## src/rtl/io_pad_pkg.sv

```systemverilog
// Shared types and constants for the PB8 pad-group scheduler.
package io_pad_pkg;

    typedef enum logic [2:0] {
        ST_OFF,
        ST_IDLE,
        ST_DRIVE,
        ST_TURN,
        ST_SAMPLE
    } state_t;

    typedef enum logic {
        GRANT_TX,
        GRANT_RX
    } grant_t;

    localparam int HOLD_CYC_MIN    = 1;
    localparam int TURN_CYC_MIN    = 1;
    localparam int SYNC_STAGES_MIN = 2;

    function automatic int max3(input int a, input int b, input int c);
        int m;
        m = (a > b) ? a : b;
        return (m > c) ? m : c;
    endfunction

endpackage

```

## src/rtl/io_pad_sched_if.sv

```systemverilog
// Requester-side handshake between core I/O port logic and the pad scheduler.
interface io_pad_sched_if #(
    parameter int WIDTH = 8
);
    logic             tx_req;
    logic [WIDTH-1:0] tx_data;
    logic             tx_ack;
    logic             rx_req;
    logic [WIDTH-1:0] rx_data;
    logic             rx_valid;
    logic             busy;

    modport master (
        output tx_req, tx_data, rx_req,
        input  tx_ack, rx_data, rx_valid, busy
    );

    modport slave (
        input  tx_req, tx_data, rx_req,
        output tx_ack, rx_data, rx_valid, busy
    );
endinterface

```

## src/rtl/io_pad_sync.sv

```systemverilog
// Single-bit flop chain bringing an asynchronous pad C output into clk.
module io_pad_sync #(
    parameter int STAGES = 2
) (
    input  logic clk,
    input  logic rst_n,
    input  logic d,
    output logic q
);
    logic [STAGES-1:0] ff;

    always_ff @(posedge clk or negedge rst_n) begin
        if (!rst_n) ff <= '0;
        else        ff <= {ff[STAGES-2:0], d};
    end

    assign q = ff[STAGES-1];
endmodule

```

## src/rtl/io_pad_sched.sv

```systemverilog
// Sequences a PB8 pad group between a transmit and a receive requester,
// inserting hi-Z turnaround after every drive burst.
//
// state     | meaning
// ST_OFF    | pads powered down (PG=0), waiting for en
// ST_IDLE   | powered, hi-Z, arbitrating tx/rx requests
// ST_DRIVE  | OEN low, pad_i = accepted word, HOLD_CYC cycles per word
// ST_TURN   | hi-Z gap after a drive, TURN_CYC cycles
// ST_SAMPLE | IE high for SYNC_STAGES+1 cycles, capture on last
module io_pad_sched
    import io_pad_pkg::*;
#(
    parameter int WIDTH       = 8,
    parameter int HOLD_CYC    = 2,
    parameter int TURN_CYC    = 2,
    parameter int SYNC_STAGES = 2
) (
    input  logic             clk,
    input  logic             rst_n,
    input  logic             en,
    io_pad_sched_if.slave    req,
    output logic [WIDTH-1:0] pad_i,
    output logic [WIDTH-1:0] pad_oen,
    output logic [WIDTH-1:0] pad_ie,
    output logic             pad_pg,
    input  logic [WIDTH-1:0] pad_c
);
    // Out-of-range parameters are clamped up to the smallest safe value.
    localparam int HOLD_N  = (HOLD_CYC < HOLD_CYC_MIN) ? HOLD_CYC_MIN : HOLD_CYC;
    localparam int TURN_N  = (TURN_CYC < TURN_CYC_MIN) ? TURN_CYC_MIN : TURN_CYC;
    localparam int SYNC_N  = (SYNC_STAGES < SYNC_STAGES_MIN) ? SYNC_STAGES_MIN : SYNC_STAGES;
    localparam int CNT_MAX = max3(HOLD_N, TURN_N, SYNC_N + 1);
    localparam int CNT_W   = $clog2(CNT_MAX + 1);

    localparam logic [CNT_W-1:0] HOLD_LD   = CNT_W'(HOLD_N - 1);
    localparam logic [CNT_W-1:0] TURN_LD   = CNT_W'(TURN_N - 1);
    localparam logic [CNT_W-1:0] SAMPLE_LD = CNT_W'(SYNC_N);
    localparam logic [WIDTH-1:0] ALL1      = '1;

    state_t           state;
    grant_t           last_grant;
    logic [CNT_W-1:0] cnt;
    logic [WIDTH-1:0] sync_q;
    logic [WIDTH-1:0] rx_data_q;
    logic             tx_ack_q;
    logic             rx_valid_q;
    logic             busy_q;
    logic             tx_win;
    logic             accept_tx;

    for (genvar b = 0; b < WIDTH; b++) begin : g_sync
        io_pad_sync #(.STAGES(SYNC_N)) u_sync (
            .clk   (clk),
            .rst_n (rst_n),
            .d     (pad_c[b]),
            .q     (sync_q[b])
        );
    end

    // tx is taken if rx is not competing, or rx had the previous grant.
    always_comb begin
        tx_win    = req.tx_req && (!req.rx_req || last_grant == GRANT_RX);
        accept_tx = 1'b0;
        if (state == ST_IDLE || (state == ST_DRIVE && cnt == '0))
            accept_tx = tx_win;
    end

    always_ff @(posedge clk or negedge rst_n) begin
        if (!rst_n) begin
            state      <= ST_OFF;
            last_grant <= GRANT_RX;
            cnt        <= '0;
            pad_pg     <= 1'b0;
            pad_oen    <= ALL1;
            pad_ie     <= '0;
            pad_i      <= '0;
            tx_ack_q   <= 1'b0;
            rx_valid_q <= 1'b0;
            rx_data_q  <= '0;
            busy_q     <= 1'b0;
        end else begin
            tx_ack_q   <= 1'b0;
            rx_valid_q <= 1'b0;
            if (!en) begin
                state   <= ST_OFF;
                cnt     <= '0;
                pad_pg  <= 1'b0;
                pad_oen <= ALL1;
                pad_ie  <= '0;
                pad_i   <= '0;
                busy_q  <= 1'b0;
            end else if (accept_tx) begin
                state      <= ST_DRIVE;
                cnt        <= HOLD_LD;
                last_grant <= GRANT_TX;
                pad_i      <= req.tx_data;
                pad_oen    <= '0;
                pad_ie     <= '0;
                tx_ack_q   <= 1'b1;
                busy_q     <= 1'b1;
            end else begin
                case (state)
                    ST_OFF: begin
                        state  <= ST_IDLE;
                        pad_pg <= 1'b1;
                    end
                    ST_IDLE: begin
                        if (req.rx_req) begin
                            state      <= ST_SAMPLE;
                            cnt        <= SAMPLE_LD;
                            last_grant <= GRANT_RX;
                            pad_ie     <= ALL1;
                            busy_q     <= 1'b1;
                        end
                    end
                    ST_DRIVE: begin
                        if (cnt == '0) begin
                            state   <= ST_TURN;
                            cnt     <= TURN_LD;
                            pad_oen <= ALL1;
                            pad_i   <= '0;
                        end else begin
                            cnt <= cnt - CNT_W'(1);
                        end
                    end
                    ST_TURN: begin
                        if (cnt == '0) begin
                            state  <= ST_IDLE;
                            busy_q <= 1'b0;
                        end else begin
                            cnt <= cnt - CNT_W'(1);
                        end
                    end
                    ST_SAMPLE: begin
                        if (cnt == '0) begin
                            state      <= ST_IDLE;
                            rx_data_q  <= sync_q;
                            rx_valid_q <= 1'b1;
                            pad_ie     <= '0;
                            busy_q     <= 1'b0;
                        end else begin
                            cnt <= cnt - CNT_W'(1);
                        end
                    end
                    default: begin
                        state   <= ST_OFF;
                        pad_pg  <= 1'b0;
                        pad_oen <= ALL1;
                        pad_ie  <= '0;
                        pad_i   <= '0;
                        busy_q  <= 1'b0;
                    end
                endcase
            end
        end
    end

    assign req.tx_ack   = tx_ack_q;
    assign req.rx_valid = rx_valid_q;
    assign req.rx_data  = rx_data_q;
    assign req.busy     = busy_q;
endmodule

```

## src/flat_wrapper.sv

```systemverilog
// flat-port wrapper written by rule: the top's interface ports become plain ports
module io_pad_sched_flat import io_pad_pkg::*;
#(
    parameter int WIDTH       = 8,
    parameter int HOLD_CYC    = 2,
    parameter int TURN_CYC    = 2,
    parameter int SYNC_STAGES = 2
)
  (clk, rst_n, en, pad_i, pad_oen, pad_ie, pad_pg, pad_c, req_tx_req, req_tx_data, req_rx_req, req_tx_ack, req_rx_data, req_rx_valid, req_busy);
  io_pad_sched_if #(.WIDTH(WIDTH)) req_i ();
  input  logic clk;
  input  logic rst_n;
  input  logic en;
  output logic [WIDTH-1:0] pad_i;
  output logic [WIDTH-1:0] pad_oen;
  output logic [WIDTH-1:0] pad_ie;
  output logic pad_pg;
  input  logic [WIDTH-1:0] pad_c;
  input wire logic [$bits(req_i.tx_req)-1:0] req_tx_req;
  input wire logic [$bits(req_i.tx_data)-1:0] req_tx_data;
  input wire logic [$bits(req_i.rx_req)-1:0] req_rx_req;
  output wire logic [$bits(req_i.tx_ack)-1:0] req_tx_ack;
  output wire logic [$bits(req_i.rx_data)-1:0] req_rx_data;
  output wire logic [$bits(req_i.rx_valid)-1:0] req_rx_valid;
  output wire logic [$bits(req_i.busy)-1:0] req_busy;
  assign req_i.tx_req = req_tx_req;
  assign req_i.tx_data = req_tx_data;
  assign req_i.rx_req = req_rx_req;
  assign req_tx_ack = req_i.tx_ack;
  assign req_rx_data = req_i.rx_data;
  assign req_rx_valid = req_i.rx_valid;
  assign req_busy = req_i.busy;
  io_pad_sched #(.WIDTH(WIDTH), .HOLD_CYC(HOLD_CYC), .TURN_CYC(TURN_CYC), .SYNC_STAGES(SYNC_STAGES)) u_core (.clk(clk), .rst_n(rst_n), .en(en), .req(req_i), .pad_i(pad_i), .pad_oen(pad_oen), .pad_ie(pad_ie), .pad_pg(pad_pg), .pad_c(pad_c));
endmodule
```

## config.mk

```make
export PLATFORM = sky130hd
export DESIGN_NAME = io_pad_sched_flat
export DESIGN_NICKNAME = d
export VERILOG_FILES = /design/src/rtl/io_pad_pkg.sv /design/src/rtl/io_pad_sched_if.sv /design/src/rtl/io_pad_sync.sv /design/src/rtl/io_pad_sched.sv /design/src/flat_wrapper.sv
export SDC_FILE = /design/constraint.sdc
export NUM_CORES = 1
export LEC_CHECK = 0
export BUFFER_PORTS_ARGS = -buffer_cell sky130_fd_sc_hd__buf_2
export CAP_MARGIN = 20
export CORE_ASPECT_RATIO = 1.25
export CORE_MARGIN = 3
export CORE_UTILIZATION = 30
export DETAILED_ROUTE_END_ITERATION = 8
export GPL_TIMING_DRIVEN = 0
export SLEW_MARGIN = 30
export SYNTH_ARGS = -nofsm -noshare
export SYNTH_HDL_FRONTEND = slang
export SYNTH_SLANG_ARGS = --single-unit
export TNS_END_PERCENT = 5
```

## constraint.sdc

```tcl
create_clock -name clk -period 1.67 [get_ports clk]
set_input_delay 0.334 -clock clk [delete_from_list [all_inputs] [get_ports clk]]
set_output_delay 0.334 -clock clk [all_outputs]
set_load 0.02 [all_outputs]
```

==> impl_metrics.py <==
metrics = {
    "sta": {
        "fin_worst_skew_ns": 0.01115,
        "fin_ws_ns": 0.01362,
        "max_freq_mhz": 603.7,
        "fin_crit_sh": 0.9918,
        "worst_pin_slew_ns": 0.5442,
        "final.min_clock_period_ns": 1.656,
        "max_slew_margin": 0.6372,
        "final_hold_viol_count": 0,
        "drv_slew": 0,
        "grt_setup_unrepaired": "yes",
        "final-setup-viol-count": 0,
    },
    "clocking": {
        "tritoncts": "done",
        "clockBufferDepth": 2,
        "htreeDepth": 2,
        "root_buffer": "clkbuf_8",
        "cts.sinks": 44,
        "clkTransAtPathRegs_ns": 0.09,
        "insertion_delay_ns": 0.30,
        "cts-buffers-inserted": 5,
    },
    "logic_synthesis": {
        "synth.largest_area_cell": "dfrtp_1",
        "syn_area_per_cell_um2": 12.63,
        "yosysMostFrequentCell": "dfrtp_1",
        "synth_area_leaders": "dfrtp_1, buf_4, mux2_2",
        "syn_inst": 148,
        "yosysUniqueCellTypes": 39,
        "syn_nets": 171,
        "netlist_area_um2": 1869,
        "synth_seq_cells": 44,
        "synthArstFlopShare": 1.000,
        "synth-edff-count": 0,
        "synthFlopType": "dfrtp_1",
        "ys_warn_count": 0,
        "seq_area_frac_synth": 0.5904,
        "synth.top_cell.area_share": 0.5622,
        "synth_common_cells": "dfrtp_1, buf_4, a22o_1, inv_1, mux2_2",
    },
    "setup_path": {
        "path_cells": "buf_6 -> nand2b_4 -> or4_4 -> o21ai_4 -> mux2_4",
        "r2r-end": "u_core.cnt[0]",
        "rr_worst_depth": 5,
        "r2r-start": "u_core.state[2]",
        "rrSetupSlack_ns": 0.01,
        "critPathLaunchType": "register",
        "cp.arrival_ns": 1.85,
        "worst-path-max-fanout": 4,
        "crit_required_ns": 1.87,
        "critPathKind": "register to register",
        "crit_path_start": "u_core.state[2]",
        "slowest_delay_ns": 0.52,
        "cp_slowest_cell": "or4_4",
        "end_kind": "register",
    },
    "floorplanning": {
        "num_io_pins": 57,
        "core_area_um2": 5934,
        "start_util": 0.3150,
        "rows": 31,
        "die-height_um": 94.26,
        "dieArea_um2": 7220,
        "die_w_um": 76.60,
    },
    "cells_and_area": {
        "fillers": 562,
        "drive_gt1_frac": 0.5595,
        "diodes": 0,
        "nNetsFinal": 249,
        "syn2layout_area_growth_pct": 34.81,
        "layout.cells.non_filler": 309,
        "final_util": 0.4246,
    },
    "outcome": {
        "outcome": "finished clean",
    },
    "drt": {
        "routed_wl_mm": 3.928,
        "drt_pass1_iterations": 4,
        "vias_per_cell": 4.443,
        "drc": 0,
        "drtAntennaViolNets": 0,
        "vias": 1373,
        "post_drt_wl_per_cell_um": 12.71,
        "drt-initial-drc-count": 59,
    },
    "global_route": {
        "grt_max_degree": 45,
        "grtUsageTotal": 0.1179,
        "antenna_found_initial": 0,
        "grt_pass1_wl_mm": 6.644,
        "grt_pass1_vias": 1352,
        "overflow": 0,
    },
    "place": {
        "dp.final_hpwl_mm": 2.654,
        "place_inst": 286,
        "gp_congestion": 0.8319,
        "pre_cts_ws_ns": -0.2615,
        "port_buffers": 56,
    },
    "flow_run": {
        "max_cap_violations": 0,
    },
    "power_and_ir_drop": {
        "vdd_drop_max_mv": 0.6196,
        "cellPowerDensity_nw_per_um2": 1549,
        "p_leak_nw": 1.283,
        "p_total_mw": 3.904,
    },
    "worst_hold_path": {
        "min_path_type": "primary input to asynchronous set/reset pin",
    },
}
metal layers:
layer  vias to the layer above  global-route usage  share of wire
met3                         5             0.02783          0.056
met5                         -                   0              0
met1                       655              0.1478           0.42
met4                         0             0.06344          0.021
met2                        49              0.1884           0.50
li1                        664                   -              -
cells by family (layout without fill, tap and decap cells):
kind of cell,after synthesis,in the layout,synth area share
flip-flops,44,44,0.5904
AO/OA/AOI/OAI,35,35,0.1426
AND/OR/NAND/NOR,29,29,0.09772
buffers and inverters,28,107,0.09438
multiplexers,10,10,0.06158
adder cells (fa/ha/maj),2,2,0.01338
per-stage QoR:
step                TNS [ns]  area, um2  hold WS (ns)
finish                     0       2520       0.01474
global route         -0.4324       2520       0.06352
CTS                 -0.03626       2444        0.1244
detailed placement    -3.099       2252        0.3347
global placement      -3.057       2252        0.3316
floorplan                  0       1869       0.03841
worst max-delay path, delay by kind of cell (launching register included):
kind | cells | cell delay (ns)
simple gates | 2 | 0.65
buf+inv | 1 | 0.12
flops | 1 | 0.38
mux | 1 | 0.31
compound gates | 1 | 0.09
what timing repair did:
| action | in CTS | in global routing |
|---|---|---|
| setup endpoints to repair | 20 | 20 |
| setup buffers | 10 | 5 |
| gates resized for setup | 9 | 11 |
| pin swaps | 4 | 6 |
| hold buffers | 0 | 0 |
flip-flops by register name, indices dropped and copies added (netlist names):
register	flops
u_core.cnt	2
u_core.g_sync.u_sync.ff	16
u_core.last_grant	1
u_core.pad_i	8
u_core.pad_ie	1
u_core.pad_oen	1
u_core.pad_pg	1
u_core.req.busy	1
u_core.req.rx_data	8
u_core.req.rx_valid	1
u_core.req.tx_ack	1
u_core.state	3
how the worst max path moves through the flow:
stage | cells past startpoint | endpoint | slack, ns
finish | 5 | u_core.cnt[0] | 0.01
floorplan | 5 | u_core.cnt[0] | 0.03
CTS | 5 | u_core.cnt[0] | -0.03
detailed placement | 7 | u_core.pad_i[7] | -0.26
global placement | 7 | u_core.pad_i[3] | -0.27
global route | 7 | u_core.pad_i[3] | -0.06
power breakdown:
part	switching [mW]	internal, mW	total, mW
Sequential	0.137	1.29	1.43
Combinational	0.961	0.859	1.82
Clock	0.364	0.293	0.657
Total	1.46	2.44	3.90
cell usage in the layout (no fill, tap or decap), types with 2 or more instances in the layout:
cell type | netlist | routed
o211ai_1 | 2 | 2
a21oi_1 | 6 | 5
and3_1 | 2 | 2
buf_4 | 16 | 29
mux2_2 | 8 | 8
nor2_1 | 6 | 5
inv_2 | 0 | 2
nand3b_1 | 2 | 2
nor2b_1 | 4 | 3
nand2b_1 | 3 | 3
nand2_1 | 2 | 2
dfrtp_1 | 42 | 42
o21ai_0 | 5 | 5
a31o_2 | 2 | 2
a31oi_1 | 3 | 3
a22o_1 | 8 | 8
inv_1 | 8 | 6
clkbuf_8 | 0 | 5
buf_2 | 3 | 56
buf_6 | 1 | 4
dfstp_2 | 2 | 2
nand3_1 | 2 | 2
final cells by class:
type | count | area, um2 | area share
sequential | 44 | 1104 | 0.4379
multi-input combinational | 76 | 633.1 | 0.2512
timing repair buffer | 71 | 399.1 | 0.1584
buffer | 20 | 166.4 | 0.06604
tap | 82 | 102.6 | 0.04071
clock buffer | 6 | 72.57 | 0.02880
inverter | 8 | 30.03 | 0.01192
clock inverter | 2 | 12.51 | 0.004965
Note: power is estimated with default switching activity, not from simulation.
